===== src/rtl/tick_divider_if.sv =====
// tick_divider_if: control/status bundle of the tick divider (clock/reset stay plain ports).
interface tick_divider_if #(
  parameter int WIDTH   = 16,
  parameter int BURST_W = 8
);
  logic               start;
  logic               stop;
  logic               mode;
  logic [BURST_W-1:0] burst_len;
  logic               div_load;
  logic [WIDTH-1:0]   div_value;
  logic               tick;
  logic               out;
  logic               busy;
  logic               done;
  logic [31:0]        tick_total;
  modport master (
    output start, stop, mode, burst_len, div_load, div_value,
    input  tick, out, busy, done, tick_total
  );
  modport slave (
    input  start, stop, mode, burst_len, div_load, div_value,
    output tick, out, busy, done, tick_total
  );
endinterface


===== src/rtl/tick_divider.sv =====
// tick_divider: programmable tick/square-wave generator, continuous or burst.
// Define TICK_DIVIDER_TOTAL_EN to build the saturating tick_total counter.
module tick_divider #(
  parameter int WIDTH       = 16,
  parameter int DEFAULT_DIV = 4,
  parameter int BURST_W     = 8
) (
  input logic          clock,
  input logic          reset,
  tick_divider_if.slave bus
);
  typedef enum logic [1:0] {IDLE, RUN, DONE} state_t;
  localparam logic [WIDTH-1:0] DEF_DIV = WIDTH'(DEFAULT_DIV < 2 ? 2 : DEFAULT_DIV);
  state_t             state, state_nx;
  logic [WIDTH-1:0]   cnt, div_reg, pend, div_clamp;
  logic [BURST_W-1:0] remain;
  logic               pend_v, burst, wrap, tick_set, go, tick_r, out_r;
  assign div_clamp = bus.div_value < WIDTH'(2) ? WIDTH'(2) : bus.div_value;
  assign go        = state == IDLE && bus.start && !bus.stop;
  assign wrap      = state == RUN && cnt == div_reg - WIDTH'(1);
  // stop beats a tick on the same edge; an empty burst never ticks
  assign tick_set  = wrap && !bus.stop && !(burst && remain == '0);
  always_ff @(posedge clock)
    if (reset) state <= IDLE;
    else state <= state_nx;
  always_comb begin
    state_nx = state;
    case (state)
      IDLE:    state_nx = go ? RUN : IDLE;
      RUN:     state_nx = bus.stop ? IDLE :
                          burst && (remain == '0 || (tick_set && remain == BURST_W'(1))) ? DONE : RUN;
      DONE:    state_nx = IDLE;
      default: state_nx = IDLE;
    endcase
  end
  always_ff @(posedge clock)
    if (reset) begin
      cnt     <= '0;
      div_reg <= DEF_DIV;
      pend    <= '0;
      pend_v  <= 1'b0;
      burst   <= 1'b0;
      remain  <= '0;
      tick_r  <= 1'b0;
      out_r   <= 1'b0;
    end else begin
      cnt    <= state == RUN && state_nx == RUN && !wrap ? cnt + WIDTH'(1) : '0;
      tick_r <= tick_set;
      out_r  <= state_nx == IDLE ? 1'b0 : tick_set ? ~out_r : out_r;
      if (go) begin
        burst  <= bus.mode;
        remain <= bus.burst_len;
      end else if (tick_set && burst) remain <= remain - BURST_W'(1);
      // a divisor change while running waits for the wrap so no period is cut short
      if (state != RUN || wrap) begin
        div_reg <= bus.div_load ? div_clamp : pend_v ? pend : div_reg;
        pend_v  <= 1'b0;
      end else if (bus.div_load) begin
        pend   <= div_clamp;
        pend_v <= 1'b1;
      end
    end
  assign bus.tick = tick_r;
  assign bus.out  = out_r;
  assign bus.busy = state == RUN;
  assign bus.done = state == DONE;
`ifdef TICK_DIVIDER_TOTAL_EN
  logic [31:0] total;
  always_ff @(posedge clock)
    if (reset) total <= '0;
    else if (tick_set && total != 32'hFFFF_FFFF) total <= total + 32'd1;
  assign bus.tick_total = total;
`else
  assign bus.tick_total = 32'd0;
`endif
endmodule

===== src/flat_wrapper.sv =====
// flat-port wrapper written by rule: the top's interface ports become plain ports
module tick_divider_flat 
#(
  parameter int WIDTH       = 16,
  parameter int DEFAULT_DIV = 4,
  parameter int BURST_W     = 8
)
  (clock, reset, bus_start, bus_stop, bus_mode, bus_burst_len, bus_div_load, bus_div_value, bus_tick, bus_out, bus_busy, bus_done, bus_tick_total);
  tick_divider_if #(.WIDTH(WIDTH), .BURST_W(BURST_W)) bus_i ();
  input logic clock;
  input logic reset;
  input wire logic [$bits(bus_i.start)-1:0] bus_start;
  input wire logic [$bits(bus_i.stop)-1:0] bus_stop;
  input wire logic [$bits(bus_i.mode)-1:0] bus_mode;
  input wire logic [$bits(bus_i.burst_len)-1:0] bus_burst_len;
  input wire logic [$bits(bus_i.div_load)-1:0] bus_div_load;
  input wire logic [$bits(bus_i.div_value)-1:0] bus_div_value;
  output wire logic [$bits(bus_i.tick)-1:0] bus_tick;
  output wire logic [$bits(bus_i.out)-1:0] bus_out;
  output wire logic [$bits(bus_i.busy)-1:0] bus_busy;
  output wire logic [$bits(bus_i.done)-1:0] bus_done;
  output wire logic [$bits(bus_i.tick_total)-1:0] bus_tick_total;
  assign bus_i.start = bus_start;
  assign bus_i.stop = bus_stop;
  assign bus_i.mode = bus_mode;
  assign bus_i.burst_len = bus_burst_len;
  assign bus_i.div_load = bus_div_load;
  assign bus_i.div_value = bus_div_value;
  assign bus_tick = bus_i.tick;
  assign bus_out = bus_i.out;
  assign bus_busy = bus_i.busy;
  assign bus_done = bus_i.done;
  assign bus_tick_total = bus_i.tick_total;
  tick_divider #(.WIDTH(WIDTH), .DEFAULT_DIV(DEFAULT_DIV), .BURST_W(BURST_W)) u_core (.clock(clock), .reset(reset), .bus(bus_i));
endmodule

===== config.mk =====
export PLATFORM = sky130hd
export DESIGN_NAME = tick_divider_flat
export DESIGN_NICKNAME = d
export VERILOG_FILES = /design/src/rtl/tick_divider_if.sv /design/src/rtl/tick_divider.sv /design/src/flat_wrapper.sv
export SDC_FILE = /design/constraint.sdc
export NUM_CORES = 1
export LEC_CHECK = 0
export ABC_AREA = 1
export CORE_UTILIZATION = 30
export DETAILED_ROUTE_END_ITERATION = 10
export HOLD_SLACK_MARGIN = 0.03
export MAX_ROUTING_LAYER = met4
export PLACE_DENSITY_LB_ADDON = 0.3
export SYNTH_ARGS = -nofsm -noshare
export SYNTH_HDL_FRONTEND = slang
export SYNTH_SLANG_ARGS = --single-unit

===== constraint.sdc =====
create_clock -name clock -period 4.2 [get_ports clock]
set_input_delay 0.63 -clock clock [delete_from_list [all_inputs] [get_ports clock]]
set_output_delay 0.63 -clock clock [all_outputs]
set_load 0.005 [all_outputs]

==> flow_summary.yaml, run 1 <==
status:
  status: "finished clean"
logic_synthesis:
  yosys.area.top_type: "dfxtp_1"
  synth_seq_cells: 62
  synth_common_cells: "nand2_1 (138), inv_1 (64), dfxtp_1 (62)"
  yosys.cell_count.top_type: "nand2_1"
  avgSynthCellArea_sq_um: 6.98
  ys.flop_type: "dfxtp_1"
  synth-async-reset-ratio: 0
  synth_area_leaders: "dfxtp_1 (29%), nand2_1 (12%), buf_4 (5.8%)"
  syn_area_sq_mm: 0.00426
  ys_seq_area_frac: 0.292
  synth_edf_count: 0
  synth_top_area_share: 0.292
  netlist_instances: 610
  synth_cell_types: 43
  yosysWarnings: 0
routing:
  ant_nets: 0
  drtIter0Drc: 120
  wl_per_cell_um: 11.4
  vias_per_cell: 4.42
  via_count: 3615
  wirelength_mm: 9.33
  drc_errors: 0
  first_pass_iters: 5
die:
  rows: 43
  die_w_um: 121
  ioPinCount: 66
  core_sq_mm: 0.0139
  start_util: 0.307
  die_y_um: 121
  die_area_sq_mm: 0.0147
cts:
  cts_setup_buffers: 0
  clkSinkCount: 62
  ctsResizeCount: 0
  cts_root_buf: "clkbuf_16"
  insertion_delay_ns: 0.33
  htree_levels: 3
  clkTransAtPathRegs_ns: 0.06
  ctsLongestPathBuffers: 2
  numCtsBuffers: 9
  cts_tree: "built"
  ctsHoldBuffers: 0
power_and_ir_drop:
  power.switching_w: 0.000493
  p_leak_nw: 2.08
  switching_share: 0.280
  p_int_w: 0.00127
  peakVddDrop_v: 0.000208
  power_density_mw_per_mm2: 361
  p_clk_frac: 0.460
  seq_power_share: 0.361
  pwr-share-comb: 0.179
layout:
  final_layout_size_suffix_gt1_frac: 0.126
  n_antenna_cell: 0
  seqCellArea_sq_mm: 0.00124
  fin_nets: 666
  final_cells: 817
  final_core_util: 0.352
  synthToLayoutAreaGrowth_pct: 14.6
  multiInputGateArea_sq_mm: 0.00248
  nFillCells: 1518
hold_path:
  hold_depth: 2
  worstHoldPathType: "reg2reg"
  worstHoldEndpoint: "u_core.pend[0]$_SDFFE_PP0P_"
  hold_start: "u_core.pend[0]$_SDFFE_PP0P_"
sta:
  clock_skew_ns: 0.00625
  rsz0062_at_grt: "false"
  setup_tns_ns: 0
  period_minus_slack_ns: 2.59
  timing.fmax_ghz: 0.386
  hold_viol: 0
  tightest_slew_ns: 0.904
  setup_viol: 0
  slew_violations: 0
  setup_slack_ns: 1.61
  slew_headroom: 0.395
  min_period_over_period: 0.617
  hold_slack_ns: 0.445
placement:
  portBuffers: 33
  place.gp.congestion: 0.883
  pre_cts_ws_ns: 1.36
  place_inst: 801
  dpl.hpwl_mm: 7.03
critical_path:
  crit_required_ns: 4.40
  r2r_start: "u_core.div_reg[0]$_SDFFE_PP0P_"
  cp_max_fo: 27
  r2r_slack_ns: 1.61
  cp.arrival_ns: 2.79
  critPathKind: "reg2reg"
  cp-start-kind: "flip-flop"
  crit_path_end_kind: "flip-flop"
  timing.rr.end: "u_core.pend[7]$_SDFFE_PP0P_"
  r2r_cells: 14
global_routing:
  antenna_found_initial: 0
  busiest_layer: "met2"
  grt_pass1_wl_mm: 15.8
  grt_usage: 0.141
  grtUsageMet3: 0.0268
  grt_pass1_vias: 3410
  grt_use_met1: 0.168
  met2_usage: 0.236
  grt_overflow: 0
  grt_max_degree: 51
run:
  maxCapViolCount: 0
==> worst max-delay path by stage <==
stage | to | cells past startpoint | start | slack [ns]
floorplan | u_core.div_reg[11]$_SDFFE_PP0P_ | 18 | u_core.div_reg[0]$_SDFFE_PP0P_ | 2.06
global placement | u_core.remain[6]$_SDFFE_PP0P_ | 8 | bus_start | 1.43
detailed placement | u_core.remain[7]$_SDFFE_PP0P_ | 8 | bus_start | 1.36
CTS | u_core.pend[7]$_SDFFE_PP0P_ | 14 | u_core.div_reg[0]$_SDFFE_PP0P_ | 1.58
global route | u_core.pend[6]$_SDFFE_PP0P_ | 14 | u_core.div_reg[0]$_SDFFE_PP0P_ | 1.32
finish | u_core.pend[7]$_SDFFE_PP0P_ | 14 | u_core.div_reg[0]$_SDFFE_PP0P_ | 1.61
==> cells in the final DEF (no fill, tap or decap), types with 2 or more instances in the layout <==
master and count:
inv_1 64, conb_1 32, nand3_4 2, nor3_1 24
or2_2 2, clkinvlp_4 2, buf_4 2, nor2_4 5
a21oi_1 12, xnor2_1 10, bufinv_16 2, clkbuf_16 9
nand2_4 3, nor4_1 3, inv_2 6, ha_1 4
nand3_2 9, clkdlybuf4s50_1 32, nand2_1 138, o21ai_1 13
clkinv_2 2, xor2_1 28, dfxtp_1 62, nor2_8 2
nand3b_1 3, a21oi_2 12, nand2_2 8, nand4_1 11
mux2i_1 3, nor2_2 7, nand3_1 32, o21ai_0 20
nor2_1 61
==> layout make-up <==
class / instances / area share
Timing Repair Buffer: 35 / 0.0697
Tap cell: 180 / 0.0462
Sequential cell: 62 / 0.254
Multi-Input combinational cell: 453 / 0.509
Inverter: 71 / 0.0546
Clock buffer: 10 / 0.0490
Clock inverter: 6 / 0.0174
==> through the flow <==
step	cell area, sq um	power (W)
final	4880	0.00176
after detailed placement	4560	0.000964
after CTS	4880	0.00178
after global placement	4560	0.000959
after global routing	4880	0.00185
after floorplan	4370	0.000909
==> logic make-up (layout without fill, tap and decap cells) <==
kind of cell               count (synthesis)  in the layout  synth area share
AOI/OAI and AO/OA                         58             58            0.0794
xor gates and xnor gates                  39             39            0.0835
adders and majority gates                  4              4            0.0118
buffers and inverters                    126            122             0.153
DFF                                       62             62             0.292
muxes                                      3              3           0.00705
other                                      1             32          0.000881
and+or+nand+nor                          317            317             0.373
==> power by group through the flow <==
stage	sequential [W]	clock (W)	combinational, W
2_1_floorplan	0.000639	0	0.000271
3_3_place_gp	0.000647	0	0.000312
3_5_place_dp	0.000648	0	0.000316
4_1_cts	0.000635	0.000824	0.000318
5_1_grt	0.000638	0.000858	0.000358
6_report	0.000635	0.000809	0.000315
==> worst max-delay path, stage by stage (launching register included) <==
cell     delay (ns)
dfxtp_1        0.35
inv_1          0.14
ha_1           0.29
nand2_1        0.11
nor2_1         0.16
nand3_1        0.09
nand2_1        0.10
xor2_1         0.22
nand2_1        0.13
nor2_4         0.20
nand2_4        0.15
nand3_4        0.27
nand2_1        0.08
o21ai_1        0.09
nor2_1         0.06
==> routing by layer <==
layer | part of all wire | wire length (um)
met4 | 0.017 | 162
met5 | 0 | 0
met1 | 0.46 | 4330
met3 | 0.033 | 312
met2 | 0.48 | 4530
No activity file was read; power rests on OpenSTA's default activity.
==> inputs of run 2 (changes only) <==
==> constraint.sdc (replaced) <==
create_clock -name clock -period 2.29 [get_ports clock]
set_input_delay 0.3435 -clock clock [delete_from_list [all_inputs] [get_ports clock]]
set_output_delay 0.3435 -clock clock [all_outputs]
set_load 0.005 [all_outputs]
==> flow_summary.yaml, run 2 (synthesis gave the netlist of run 1 again) <==
status:
  status: "finished, violations left"
  violations: "design-rule violations"
routing:
  via_count: 3809
  vias_per_cell: 4.52
  drtIter0Drc: 143
  first_pass_iters: 8
  wl_per_cell_um: 12.3
  wirelength_mm: 10.3
  ant_nets: 0
  drc_errors: 2
global_routing:
  grt_max_degree: 34
  grt_pass1_vias: 3574
  grt_overflow: 0
  grt_usage: 0.151
  antenna_found_initial: 0
  grt_pass1_wl_mm: 17.1
critical_path:
  slowest_delay_ns: 0.33
  cp_max_fo: 7
  worst_path_most_repeated_cell: "nand2_2"
  r2r_start: "u_core.div_reg[0]$_SDFFE_PP0P_"
  crit_path_end_kind: "flip-flop"
  cp.arrival_ns: 2.52
  crit_slowest_cell: "dfxtp_2"
  critPathKind: "reg2reg"
  crit_required_ns: 2.56
  cp-start-kind: "flip-flop"
  r2r_slack_ns: 0.04
  r2r_cells: 18
  crit_chain: "inv_2 -> ha_4 -> inv_2 -> nand2_2 -> nand2_2 -> nor2_4 -> nand2_2 -> nor2_2 -> nand2_1 -> nor2_2 -> nand3_4 -> nor2_8 -> nand2_8 -> nand3_4 -> buf_12 -> buf_4 -> nand2_2 -> a21oi_2"
  timing.rr.end: "u_core.pend[15]$_SDFFE_PP0P_"
sta:
  clock_skew_ns: 0.00942
  rsz0062_at_grt: "true"
  hold_viol: 0
  setup_viol: 0
  setup_tns_ns: 0
  timing.fmax_ghz: 0.444
  slew_violations: 0
  min_period_over_period: 0.983
  period_minus_slack_ns: 2.25
layout:
  n_antenna_cell: 0
  final_cells: 843
  final_layout_size_suffix_gt1_frac: 0.207
  synthToLayoutAreaGrowth_pct: 24.4
  layout_commonest_cell: "nand2_1"
  fin_area_sq_mm: 0.00530
  most-common-layout-cells: "nand2_1 (123), inv_1 (61), dfxtp_1 (60)"
  fin_nets: 693
die:
  ioPinCount: 66
  die_y_um: 121
  die_area_sq_mm: 0.0147
  rows: 43
  die_w_um: 121
  start_util: 0.307
  core_sq_mm: 0.0139
placement:
  portBuffers: 33
  place_inst: 816
  place.gp.congestion: 0.868
  dpl.hpwl_mm: 7.35
  placed_cell_area_sq_mm: 0.00468
hold_path:
  worstHoldPathType: "in2reg"
  hold_depth: 2
  hold_start: "reset"
  worstHoldEndpoint: "u_core.state[1]$_SDFF_PP0_"
power_and_ir_drop:
  peakVddDrop_v: 0.000393
  p_leak_nw: 2.25
  power_density_mw_per_mm2: 615
  total_power_w: 0.00326
run:
  maxCapViolCount: 0
cts:
  insertion_delay_ns: 0.33
  cts_tree: "built"
  clkSinkCount: 62
  clkTransAtPathRegs_ns: 0.05
  ctsLongestPathBuffers: 2
  cts_root_buf: "clkbuf_16"
  numCtsBuffers: 9
  htree_levels: 3
## run 2: repair_timing
action | CTS | global route
endpoints found under the setup margin | 11 | 58
buffers inserted | 0 | 8
resized for setup | 2 | 45
pin swaps | 0 | 21
hold buffers | 0 | 0
hold endpoints to repair | 0 | 0
gates cloned | 1 | 3
## run 2: worst max-delay path, delay by kind of cell (launching register included)
kind,cells,cell delay [ns]
simple gates,12,1.16
fa+ha+maj,1,0.27
flops,1,0.33
compound gates,1,0.09
buf+inv,4,0.33
## run 2: area by class of cell
| class | instances | area (sq um) |
|---|---|---|
| Sequential cell | 62 | 1240 |
| Fill cell | 1482 | 8580 |
| Inverter | 71 | 267 |
| Clock inverter | 5 | 75.1 |
| Timing Repair Buffer | 58 | 562 |
| Clock buffer | 10 | 229 |
| Tap cell | 180 | 225 |
| Multi-Input combinational cell | 457 | 2700 |
## run 2: how the worst max path moves through the flow
stage,startpoint,to,slack (ns),cells past startpoint
6_report,u_core.div_reg[0]$_SDFFE_PP0P_,u_core.pend[15]$_SDFFE_PP0P_,0.04,18
5_1_grt,u_core.div_reg[0]$_SDFFE_PP0P_,u_core.pend[7]$_SDFFE_PP0P_,-0.11,18
4_1_cts,u_core.div_reg[0]$_SDFFE_PP0P_,u_core.pend[2]$_SDFFE_PP0P_,-0.004,13
3_5_place_dp,u_core.div_reg[0]$_SDFFE_PP0P_,u_core.pend[10]$_SDFFE_PP0P_,-0.04,17
3_3_place_gp,u_core.div_reg[0]$_SDFFE_PP0P_,u_core.pend[2]$_SDFFE_PP0P_,0.02,17
2_1_floorplan,u_core.div_reg[0]$_SDFFE_PP0P_,u_core.div_reg[11]$_SDFFE_PP0P_,0.15,18
## run 2: per-stage QoR
| step | hold slack [ns] | utilization | setup WS (ns) |
|---|---|---|---|
| floorplan | 0.421 | - | 0.154 |
| global placement | 0.428 | 0.337 | 0.0226 |
| detailed placement | 0.441 | 0.337 | -0.0394 |
| CTS | 0.425 | 0.360 | -0.00415 |
| global route | 0.449 | 0.382 | -0.113 |
| finish | 0.423 | 0.382 | 0.0380 |
## run 2: routing by layer
| layer | GRT usage | wire, um | vias to the layer above |
|---|---|---|---|
| met5 | - | 0 | - |
| met1 | 0.179 | 4840 | 1758 |
| met3 | 0.0282 | 269 | 12 |
| met4 | 0.0594 | 150 | 0 |
| met2 | 0.253 | 5090 | 65 |
| li1 | - | - | 1974 |
## run 2: power breakdown
part / switching (W) / internal (W) / leakage [nW]
sequential: 0.0000464 / 0.00112 / 0.505
combinational: 0.000393 / 0.000267 / 1.59
clock: 0.000493 / 0.000940 / 0.152
total: 0.000932 / 0.00233 / 2.25
